File: src/rtl/logic_op_pkg.sv
// Shared definitions for the two-input logic unit family: operation codes,
// the truth table each operation produces, and the identifier FSM states.
// Truth table bit i holds the unit output for {a,b} = i.
package logic_op_pkg;

  localparam logic [2:0] OP_NOTA = 3'b000;
  localparam logic [2:0] OP_NOTB = 3'b001;
  localparam logic [2:0] OP_AND  = 3'b010;
  localparam logic [2:0] OP_NAND = 3'b011;
  localparam logic [2:0] OP_XOR  = 3'b100;
  localparam logic [2:0] OP_XNOR = 3'b101;
  localparam logic [2:0] OP_OR   = 3'b110;
  localparam logic [2:0] OP_NOR  = 3'b111;

  localparam logic [3:0] TT_NOTA = 4'b0011;
  localparam logic [3:0] TT_NOTB = 4'b0101;
  localparam logic [3:0] TT_AND  = 4'b1000;
  localparam logic [3:0] TT_NAND = 4'b0111;
  localparam logic [3:0] TT_XOR  = 4'b0110;
  localparam logic [3:0] TT_XNOR = 4'b1001;
  localparam logic [3:0] TT_OR   = 4'b1110;
  localparam logic [3:0] TT_NOR  = 4'b0001;

  typedef enum logic [1:0] {
    IDLE = 2'b00,
    WAIT = 2'b01,
    DONE = 2'b10
  } state_e;

  // Forward model of the logic unit, usable by the unit itself or by any
  // block that needs to predict its output for a given select.
  function automatic logic logic_unit_eval(input logic [2:0] op,
                                           input logic a,
                                           input logic b);
    logic r;
    case (op)
      OP_NOTA: r = ~a;
      OP_NOTB: r = ~b;
      OP_AND:  r = a & b;
      OP_NAND: r = ~(a & b);
      OP_XOR:  r = a ^ b;
      OP_XNOR: r = ~(a ^ b);
      OP_OR:   r = a | b;
      OP_NOR:  r = ~(a | b);
      default: r = 1'b0;
    endcase
    return r;
  endfunction

endpackage

File: src/rtl/logic_op_identifier_if.sv
// Connection bundle between the identifier and its environment: the request /
// result handshake plus the probe lines that drive and observe the logic unit.
interface logic_op_identifier_if;

  logic       start;
  logic       busy;
  logic       done;
  logic [3:0] truth_table;
  logic [2:0] op_code;
  logic       valid;
  logic       probe_a;
  logic       probe_b;
  logic       probe_out;

  // Environment side: requests runs, returns the unit output, reads results.
  modport master (
    output start,
    output probe_out,
    input  busy,
    input  done,
    input  truth_table,
    input  op_code,
    input  valid,
    input  probe_a,
    input  probe_b
  );

  // Identifier side.
  modport slave (
    input  start,
    input  probe_out,
    output busy,
    output done,
    output truth_table,
    output op_code,
    output valid,
    output probe_a,
    output probe_b
  );

endinterface

File: src/rtl/logic_op_decoder.sv
// Maps a 4-bit truth table back to the select code of the operation that
// produces it. Patterns that belong to no operation (including unknown bits)
// give valid=0 and op_code=000.
module logic_op_decoder
  import logic_op_pkg::*;
(
  input  logic [3:0] truth_table,
  output logic [2:0] op_code,
  output logic       valid
);

  // Exact-match lookup; an X/Z bit matches no constant and falls to default.
  always_comb begin
    op_code = OP_NOTA;
    valid   = 1'b0;
    case (truth_table)
      TT_NOTA: begin op_code = OP_NOTA; valid = 1'b1; end
      TT_NOTB: begin op_code = OP_NOTB; valid = 1'b1; end
      TT_AND:  begin op_code = OP_AND;  valid = 1'b1; end
      TT_NAND: begin op_code = OP_NAND; valid = 1'b1; end
      TT_XOR:  begin op_code = OP_XOR;  valid = 1'b1; end
      TT_XNOR: begin op_code = OP_XNOR; valid = 1'b1; end
      TT_OR:   begin op_code = OP_OR;   valid = 1'b1; end
      TT_NOR:  begin op_code = OP_NOR;  valid = 1'b1; end
      default: begin op_code = OP_NOTA; valid = 1'b0; end
    endcase
  end

endmodule

File: src/rtl/logic_op_identifier.sv
// Identification engine for the two-input logic unit. On a start request it
// walks {a,b} through 00,01,10,11, waits SETTLE_CYCLES after each vector,
// samples the unit output, and decodes the collected truth table into the
// unit's select code. Published results change only on the DONE edge.
module logic_op_identifier
  import logic_op_pkg::*;
#(
  parameter int SETTLE_CYCLES = 1
) (
  input logic                  clk,
  input logic                  reset,
  logic_op_identifier_if.slave bus
);

  localparam logic [3:0] SETTLE_L = 4'(SETTLE_CYCLES);

  localparam logic [1:0] ST_IDLE = IDLE;
  localparam logic [1:0] ST_WAIT = WAIT;
  localparam logic [1:0] ST_DONE = DONE;

  logic [1:0] state_r;
  logic [1:0] index_r;
  logic [3:0] cnt_r;
  logic [2:0] tt_work_r;
  logic       probe_a_r;
  logic       probe_b_r;
  logic       busy_r;
  logic       done_r;
  logic [3:0] truth_table_r;
  logic [2:0] op_code_r;
  logic       valid_r;

  logic       sample_s;
  logic       last_s;
  logic [1:0] index_next_s;
  logic [3:0] tt_full_s;
  logic [2:0] dec_op_s;
  logic       dec_valid_s;

  // Sample strobe, final-vector flag and the complete table including the
  // bit currently present on probe_out.
  always_comb begin
    sample_s     = 1'b0;
    last_s       = 1'b0;
    index_next_s = 2'(index_r + 2'd1);
    tt_full_s    = {bus.probe_out, tt_work_r};
    if (state_r == ST_WAIT) begin
      sample_s = (cnt_r == SETTLE_L);
      last_s   = (index_r == 2'd3);
    end else begin
      sample_s = 1'b0;
      last_s   = 1'b0;
    end
  end

  logic_op_decoder u_decoder (
    .truth_table (tt_full_s),
    .op_code     (dec_op_s),
    .valid       (dec_valid_s)
  );

  // Sequencer: settle counting, probe stepping and the done/busy flags.
  always_ff @(posedge clk or posedge reset) begin
    if (reset) begin
      state_r   <= ST_IDLE;
      index_r   <= 2'd0;
      cnt_r     <= 4'd0;
      probe_a_r <= 1'b0;
      probe_b_r <= 1'b0;
      busy_r    <= 1'b0;
      done_r    <= 1'b0;
    end else begin
      case (state_r)
        ST_IDLE: begin
          done_r <= 1'b0;
          if (bus.start) begin
            state_r   <= ST_WAIT;
            index_r   <= 2'd0;
            cnt_r     <= 4'd0;
            probe_a_r <= 1'b0;
            probe_b_r <= 1'b0;
            busy_r    <= 1'b1;
          end else begin
            busy_r <= 1'b0;
          end
        end
        ST_WAIT: begin
          if (!sample_s) begin
            cnt_r <= 4'(cnt_r + 4'd1);
          end else begin
            cnt_r <= 4'd0;
            if (last_s) begin
              state_r   <= ST_DONE;
              probe_a_r <= 1'b0;
              probe_b_r <= 1'b0;
              done_r    <= 1'b1;
            end else begin
              index_r   <= index_next_s;
              probe_a_r <= index_next_s[1];
              probe_b_r <= index_next_s[0];
            end
          end
        end
        ST_DONE: begin
          state_r <= ST_IDLE;
          index_r <= 2'd0;
          busy_r  <= 1'b0;
          done_r  <= 1'b0;
        end
        default: begin
          state_r   <= ST_IDLE;
          index_r   <= 2'd0;
          cnt_r     <= 4'd0;
          probe_a_r <= 1'b0;
          probe_b_r <= 1'b0;
          busy_r    <= 1'b0;
          done_r    <= 1'b0;
        end
      endcase
    end
  end

  // Working table: collects the first three samples of the current run so a
  // partial run never disturbs the published result.
  always_ff @(posedge clk or posedge reset) begin
    if (reset) begin
      tt_work_r <= 3'b000;
    end else if (sample_s) begin
      case (index_r)
        2'd0:    tt_work_r[0] <= bus.probe_out;
        2'd1:    tt_work_r[1] <= bus.probe_out;
        2'd2:    tt_work_r[2] <= bus.probe_out;
        default: tt_work_r    <= tt_work_r;
      endcase
    end else begin
      tt_work_r <= tt_work_r;
    end
  end

  // Published result: updated only on the edge that enters DONE.
  always_ff @(posedge clk or posedge reset) begin
    if (reset) begin
      truth_table_r <= 4'b0000;
      op_code_r     <= 3'b000;
      valid_r       <= 1'b0;
    end else if (sample_s && last_s) begin
      truth_table_r <= tt_full_s;
      op_code_r     <= dec_op_s;
      valid_r       <= dec_valid_s;
    end else begin
      truth_table_r <= truth_table_r;
      op_code_r     <= op_code_r;
      valid_r       <= valid_r;
    end
  end

  assign bus.probe_a     = probe_a_r;
  assign bus.probe_b     = probe_b_r;
  assign bus.busy        = busy_r;
  assign bus.done        = done_r;
  assign bus.truth_table = truth_table_r;
  assign bus.op_code     = op_code_r;
  assign bus.valid       = valid_r;

endmodule

File: src/flat_wrapper.sv
// flat-port wrapper written by rule: the top's interface ports become plain ports
module logic_op_identifier_flat import logic_op_pkg::*;
#(
  parameter int SETTLE_CYCLES = 1
)
  (clk, reset, bus_start, bus_probe_out, bus_busy, bus_done, bus_truth_table, bus_op_code, bus_valid, bus_probe_a, bus_probe_b);
  logic_op_identifier_if bus_i ();
  input logic clk;
  input logic reset;
  input wire logic [$bits(bus_i.start)-1:0] bus_start;
  input wire logic [$bits(bus_i.probe_out)-1:0] bus_probe_out;
  output wire logic [$bits(bus_i.busy)-1:0] bus_busy;
  output wire logic [$bits(bus_i.done)-1:0] bus_done;
  output wire logic [$bits(bus_i.truth_table)-1:0] bus_truth_table;
  output wire logic [$bits(bus_i.op_code)-1:0] bus_op_code;
  output wire logic [$bits(bus_i.valid)-1:0] bus_valid;
  output wire logic [$bits(bus_i.probe_a)-1:0] bus_probe_a;
  output wire logic [$bits(bus_i.probe_b)-1:0] bus_probe_b;
  assign bus_i.start = bus_start;
  assign bus_i.probe_out = bus_probe_out;
  assign bus_busy = bus_i.busy;
  assign bus_done = bus_i.done;
  assign bus_truth_table = bus_i.truth_table;
  assign bus_op_code = bus_i.op_code;
  assign bus_valid = bus_i.valid;
  assign bus_probe_a = bus_i.probe_a;
  assign bus_probe_b = bus_i.probe_b;
  logic_op_identifier #(.SETTLE_CYCLES(SETTLE_CYCLES)) u_core (.clk(clk), .reset(reset), .bus(bus_i));
endmodule
File: config.mk
export PLATFORM = sky130hd
export DESIGN_NAME = logic_op_identifier_flat
export DESIGN_NICKNAME = d
export VERILOG_FILES = /design/src/rtl/logic_op_pkg.sv /design/src/rtl/logic_op_identifier_if.sv /design/src/rtl/logic_op_decoder.sv /design/src/rtl/logic_op_identifier.sv /design/src/flat_wrapper.sv
export SDC_FILE = /design/constraint.sdc
export NUM_CORES = 1
export LEC_CHECK = 0
export BUFFER_PORTS_ARGS = -buffer_cell sky130_fd_sc_hd__buf_2
export CORE_ASPECT_RATIO = 0.8
export CORE_UTILIZATION = 50
export DETAILED_ROUTE_END_ITERATION = 6
export PLACE_DENSITY = 0.79
export SYNTH_ARGS = -nofsm -noshare
export SYNTH_HDL_FRONTEND = slang
export SYNTH_SLANG_ARGS = --single-unit
File: constraint.sdc
create_clock -name clk -period 4.5 [get_ports clk]
set_input_delay 0.45 -clock clk [delete_from_list [all_inputs] [get_ports clk]]
set_output_delay 0.45 -clock clk [all_outputs]
set_load 0.05 [all_outputs]
Word level (Yosys, flattened, before mapping)
Memory sizes are Yosys's and may differ from the RTL's. A register that Yosys moved wholly into a read port is not among the register bits. Index checks and enable logic that the tools add are counted.

Add/subtract/negate cells: 2. Equal/unequal tests: 10. Muxes and demuxes: 25. Bitwise logic cells: 1. Reduce and logical (&&, ||, !) cells: 11.

Operators by type and width (number): 2-to-1 mux 2 bit (6); case mux 4 bit (3 select lines) (1); 2-to-1 mux 1 bit (11); AND reduction 2 bit (5); AND reduction 3 bit (3); 2-to-1 mux 4 bit (2); case mux 2 bit (2 select lines) (2); == test 2 bit, second input constant (3); case mux 1 bit (3 select lines) (2); adder 4 x 1 -> 4 bit, second input constant (1); == test 2 x 1 -> 1 bit, second input constant (2); == test 4 x 1 -> 1 bit, second input constant (1); zero test 2 bit (2); inequality test 2 x 1 -> 1 bit, second input constant (2); inequality test 2 bit, second input constant (2); adder 2 x 1 -> 2 bit, second input constant (1); case mux 1 bit (2 select lines) (1); logical AND 1 bit (1); inverter 1 bit (1).

Register bits after elaboration: 19. Bits in read-only memories: 64. Input port bits: 4. Output and inout bits: 12. Word-level logic and storage cells: 61. Memories kept: 1.

Memories: (name not given) (words 16, bits a word 4, rd ports 1, clocked after memory_dff 1, wr ports 0, RTL line logic_op_decoder.sv:16) `case (truth_table)`.

Logic depth before layout (Yosys ltp)
Depth in word-level cells: 5. Gate-level depth with buffers: 6. Depth with buffers taken out: 5.

Cells and area by module
A second synthesis with hierarchy kept.

Cells, all modules: 94. Area, all modules: 1148.6 um^2.

Modules (own cells, without submodules): logic_op_identifier (instances 1, cells an instance 84, area an instance 1074.8 um^2, sequential area each 575.6 um^2); logic_op_decoder (instances 1, cells an instance 10, area an instance 73.8 um^2, sequential area each 0.0 um^2).

Worst setup path before layout
Ideal clock, no wire load.

Kind: register -> register. Start point: reg u_core.cnt_r[1]. End point: reg u_core.tt_work_r[0]. Setup time: 0.125 ns. Arrival: 1.342 ns. Data required time: 4.375 ns. Slack: 3.033 ns. Stages on the path, launching flop included: 7. Path buffers: 1. Clock period less this slack: 1.467 ns. Cells stage by stage: dfrtp_1 > inv_1 > ha_1 > nor3b_4 > buf_6 > nand3_2 > mux2_4.

Longest elaborated chain between the ends: 3.

Ends and longest elaborated chain: start, declared (RTL line logic_op_identifier.sv:23) `logic [3:0] cnt_r;`; start signal, assigned (RTL line logic_op_identifier.sv:89) `cnt_r <= 4'(cnt_r + 4'd1);`; == test 4 x 1 -> 1 bit (RTL line logic_op_identifier.sv:48) `sample_s = (cnt_r == SETTLE_L);`; 2-to-1 mux 1 bit (RTL line logic_op_identifier.sv:47) `if (state_r == ST_WAIT) begin`; AND reduction 2 bit (no source line); end signal, assigned (RTL line logic_op_identifier.sv:130) `2'd0: tt_work_r[0] <= bus.probe_out;`; end signal, assigned (RTL line logic_op_identifier.sv:133) `default: tt_work_r <= tt_work_r;`; end signal, assigned (RTL line logic_op_identifier.sv:136) `tt_work_r <= tt_work_r;`; end, declared (RTL line logic_op_identifier.sv:24) `logic [2:0] tt_work_r;`.

Every way passes these cells. A chain may end at the register's enable or synchronous reset.

Worst setup path after layout
Start point: reg u_core.state_r[0]. End point: reg u_core.op_code_r[1], in the netlist u_core.bus.op_code[1].

Longest elaborated chain between the ends: 3. Elaborated cells on any way between the ends: 4. Classes of those cells: eq/ne (1); mux (2); reduce/logical (1).

Ends and longest elaborated chain: start, declared (RTL line logic_op_identifier.sv:21) `logic [1:0] state_r;`; start signal, assigned (RTL line logic_op_identifier.sv:65) `state_r <= ST_IDLE;`; start signal, assigned (RTL line logic_op_identifier.sv:77) `state_r <= ST_WAIT;`; start signal, assigned (RTL line logic_op_identifier.sv:93) `state_r <= ST_DONE;`; == test 2 x 1 -> 1 bit (*) (RTL line logic_op_identifier.sv:47); 2-to-1 mux 1 bit (RTL line logic_op_identifier.sv:47); logical AND 1 bit (*) (RTL line logic_op_identifier.sv:146) `end else if (sample_s && last_s) begin`; end, declared (RTL line logic_op_identifier.sv:30) `logic [2:0] op_code_r;`.

Every way passes the cells marked *; elsewhere a longest branch is shown, timed or not.

==> reports/summary.log <==
INFO  status         result_of_the_run=complete, no violations
INFO  synthesis      synth.area.top_cells=dfrtp_1 49%, ha_1 6.4%, mux2_2 4.8%
INFO  synthesis      yosysUniqueCellTypes=34
INFO  pwr            worst_ir_drop_vdd=0.427mV
INFO  floorplan      start_util=54.0%
INFO  placement      postPlaceCellArea=1250um^2
INFO  clocking       clk_path_buf_depth=2
INFO  synthesis      synth_top_area_cell=dfrtp_1
INFO  final_layout   design_area=1280um^2
INFO  routing        first_pass_iters=4
INFO  clocking       cts.sink_count=23
INFO  synthesis      average_instance_area_after_synthesis=12.2um^2
INFO  critical_path  critPathCaptureType=flip-flop
INFO  clocking       post_cts.repair.setup_buffers=0
INFO  synthesis      synth_top_area_share=49.0%
INFO  critical_path  critical_path_required=4700ps
INFO  global_route   grt_util_all_layers=16.5%
INFO  synthesis      synth_cells=96
INFO  critical_path  critPathLaunchType=flip-flop
INFO  global_route   antenna_found_initial=0
INFO  timing         grt_setup_unrepaired=no
INFO  floorplan      dieWidth=56.2um
INFO  synthesis      synth.net_count=106
INFO  synthesis      synth-edff-count=0
INFO  pwr            total_power=0.993mW
INFO  timing         worst_clock_skew=3.83ps
INFO  floorplan      die_h=45.4um
INFO  synthesis      yosysWarningCount=0
INFO  floorplan      core_area=2180um^2
INFO  final_layout   post-route-util=58.7%
INFO  placement      gp_congestion=0.769
INFO  final_layout   num-nets-final=122
INFO  timing         worst-slew-pin-transition=824ps
INFO  critical_path  path_class=flip-flop to flip-flop
INFO  clocking       cts-root-buf=clkbuf_4
INFO  placement      post-place-ws=2560ps
INFO  timing         setup_tns=0ps
INFO  final_layout   num-fill-cells=180
INFO  timing         setup_failing_eps_final=0
INFO  synthesis      yosys-top-cells-count=23 x dfrtp_1, 8 x inv_1, 7 x nor2_1
INFO  clocking       tritoncts.num_buffers=3
INFO  routing        drt_iter0_markers=12
INFO  routing        post_dr_wirelength_cell=13.7um
INFO  timing         timing.final.crit_period=1960ps
INFO  routing        route.detailed.vias_per_inst=5.39
INFO  clocking       post_cts_resize_count=0
INFO  synthesis      synth.ff_latch_count=23
INFO  timing         period_share=43.6%
INFO  critical_path  worst-endpoint-arrival=2170ps
INFO  run            timing.max_cap.violations=0
INFO  routing        drt_wl_total=1870um
INFO  global_route   grt_first_pass_wirelength=3040um
INFO  placement      port_buffers=15
INFO  pwr            power_density=777nW/um^2
INFO  clocking       clock_pin_slew_on_the_worst_setup_and_hold_paths=120ps
INFO  timing         finalWorstSetupSlack=2540ps
INFO  floorplan      fp.dieArea=2550um^2
INFO  timing         relSlewSlack=45.0%
INFO  routing        final_antenna_net_count=0
INFO  synthesis      async_reset_ff_share=100%
INFO  min_path       hold_path.class=primary input to async pin
INFO  clocking       clkLatencyLatePin=310ps
INFO  routing        via_count=733
INFO  clocking       clock_tree.htree_level_count=1
INFO  final_layout   layout-area-overhead-vs-synth=8.73%
INFO  routing        drc_errors=0
INFO  global_route   maximum_number_of_pins_on_one_net_before_global_route_repair=24
INFO  global_route   gr-total-overflow=0
INFO  timing         hold_violations_final=0
INFO  synthesis      syn-cell-area=1170um^2
INFO  final_layout   post_route_cells_drive_above_1_share=33.3%
INFO  pwr            static-leakage-power=0.638nW
INFO  synthesis      synth.most_common_cell=dfrtp_1
INFO  floorplan      placementRows=15
INFO  timing         fmax=0.509GHz
INFO  global_route   grt_pass1_vias=611
INFO  floorplan      top_level_ports=16
INFO  critical_path  timing.critical_path.fanout_max=12
INFO  final_layout   antennaDiodeCount=0
INFO  clocking       total_of_hold_buffers_inserted_after_clock_tree_synthesis=0
INFO  timing         drv_slew=0
INFO  clocking       tritoncts=done
INFO  placement      hpwlAfterDp=1350um
INFO  synthesis      postSynth.topFlopCell=dfrtp_1
INFO  synthesis      yosysSeqAreaShare=49.0%
## cell usage in the layout (no fill, tap or decap), types with 2 or more instances in the layout
cell,netlist,routed
a21bo_2,2,2
a21oi_1,3,3
a311oi_1,2,2
a32o_1,2,2
buf_2,1,15
clkbuf_4,0,3
dfrtp_1,23,23
ha_1,6,6
inv_1,8,8
mux2_2,5,5
mux2_4,3,3
mux2i_1,2,2
nand2b_1,2,2
nand3_2,3,3
nor2_1,7,7
nor2b_1,5,5
o22ai_1,3,3
## state kept, by name, indices dropped and copies added (netlist names)
| register | count |
|---|---|
| u_core.bus.truth_table | 4 |
| u_core.state_r | 2 |
| u_core.bus.valid | 1 |
| u_core.cnt_r | 4 |
| u_core.bus.done | 1 |
| u_core.bus.op_code | 3 |
| u_core.bus.probe_b | 1 |
| u_core.tt_work_r | 3 |
| u_core.bus.probe_a | 1 |
| u_core.index_r | 2 |
| u_core.bus.busy | 1 |
## stage by stage
stage | instances | hold WS, ps
2_1_floorplan | 96 | 452
3_3_place_gp | 132 | 469
3_5_place_dp | 132 | 479
4_1_cts | 136 | 308
5_1_grt | 136 | 356
6_report | 136 | 282
## path summary, 6_finish.rpt
path                                        from                     to  depth (start not counted)  slack [ps]
max in group asynchronous                  reset      u_core.state_r[1]                          2        3710
min in group clk                       bus_start      u_core.state_r[0]                          3         420
hold / removal                             reset        u_core.cnt_r[0]                          2         280
setup / recovery               u_core.state_r[0]  u_core.bus.op_code[1]                          3        2540
hold reg to reg            u_core.bus.op_code[1]  u_core.bus.op_code[1]                          1         510
setup reg to reg               u_core.state_r[0]  u_core.bus.op_code[1]                          3        2540
## where the power goes
group	internal, mW	switching [mW]
combinational	0.196	0.323
clock	0.0332	0.0601
sequential	0.297	0.0837
total	0.526	0.467
## logic make-up (layout without fill, tap and decap cells)
| logic type | Yosys count | after routing | synth area share [%] |
|---|---|---|---|
| fa+ha+maj | 6 | 6 | 6.39 |
| mux | 11 | 11 | 11.3 |
| simple gates | 24 | 24 | 14.9 |
| xor+xnor | 2 | 2 | 1.49 |
| flops | 23 | 23 | 49.0 |
| buf+inv | 12 | 27 | 5.22 |
| compound gates | 18 | 18 | 11.7 |
## metal layers
layer	part of all wire, %	track usage (%)	vias to the layer above	wire length [um]
met4	1.1	5.85	0	21
met2	42	22.1	10	780
met5	0	0	-	0
li1	-	-	375	-
met3	2.9	6.02	2	55
met1	54	24.4	346	1010
## cell type report
cell class	count	area (um^2)	area share, %
clock buffers	3	22.5	1.76
inverters	8	30.0	2.35
multi-input cells	61	538	42.1
repair buffers	15	75.1	5.88
flip-flops and latches	23	576	45.1
clock inverters	1	5.00	0.392
well taps	25	31.3	2.45
## critical path, cell delays in order (launching register included)
cell and delay, ps:
dfrtp_1 570, nor2b_1 690, nand3_4 240, mux2_1 360
No activity file was read; power rests on OpenSTA's default activity.
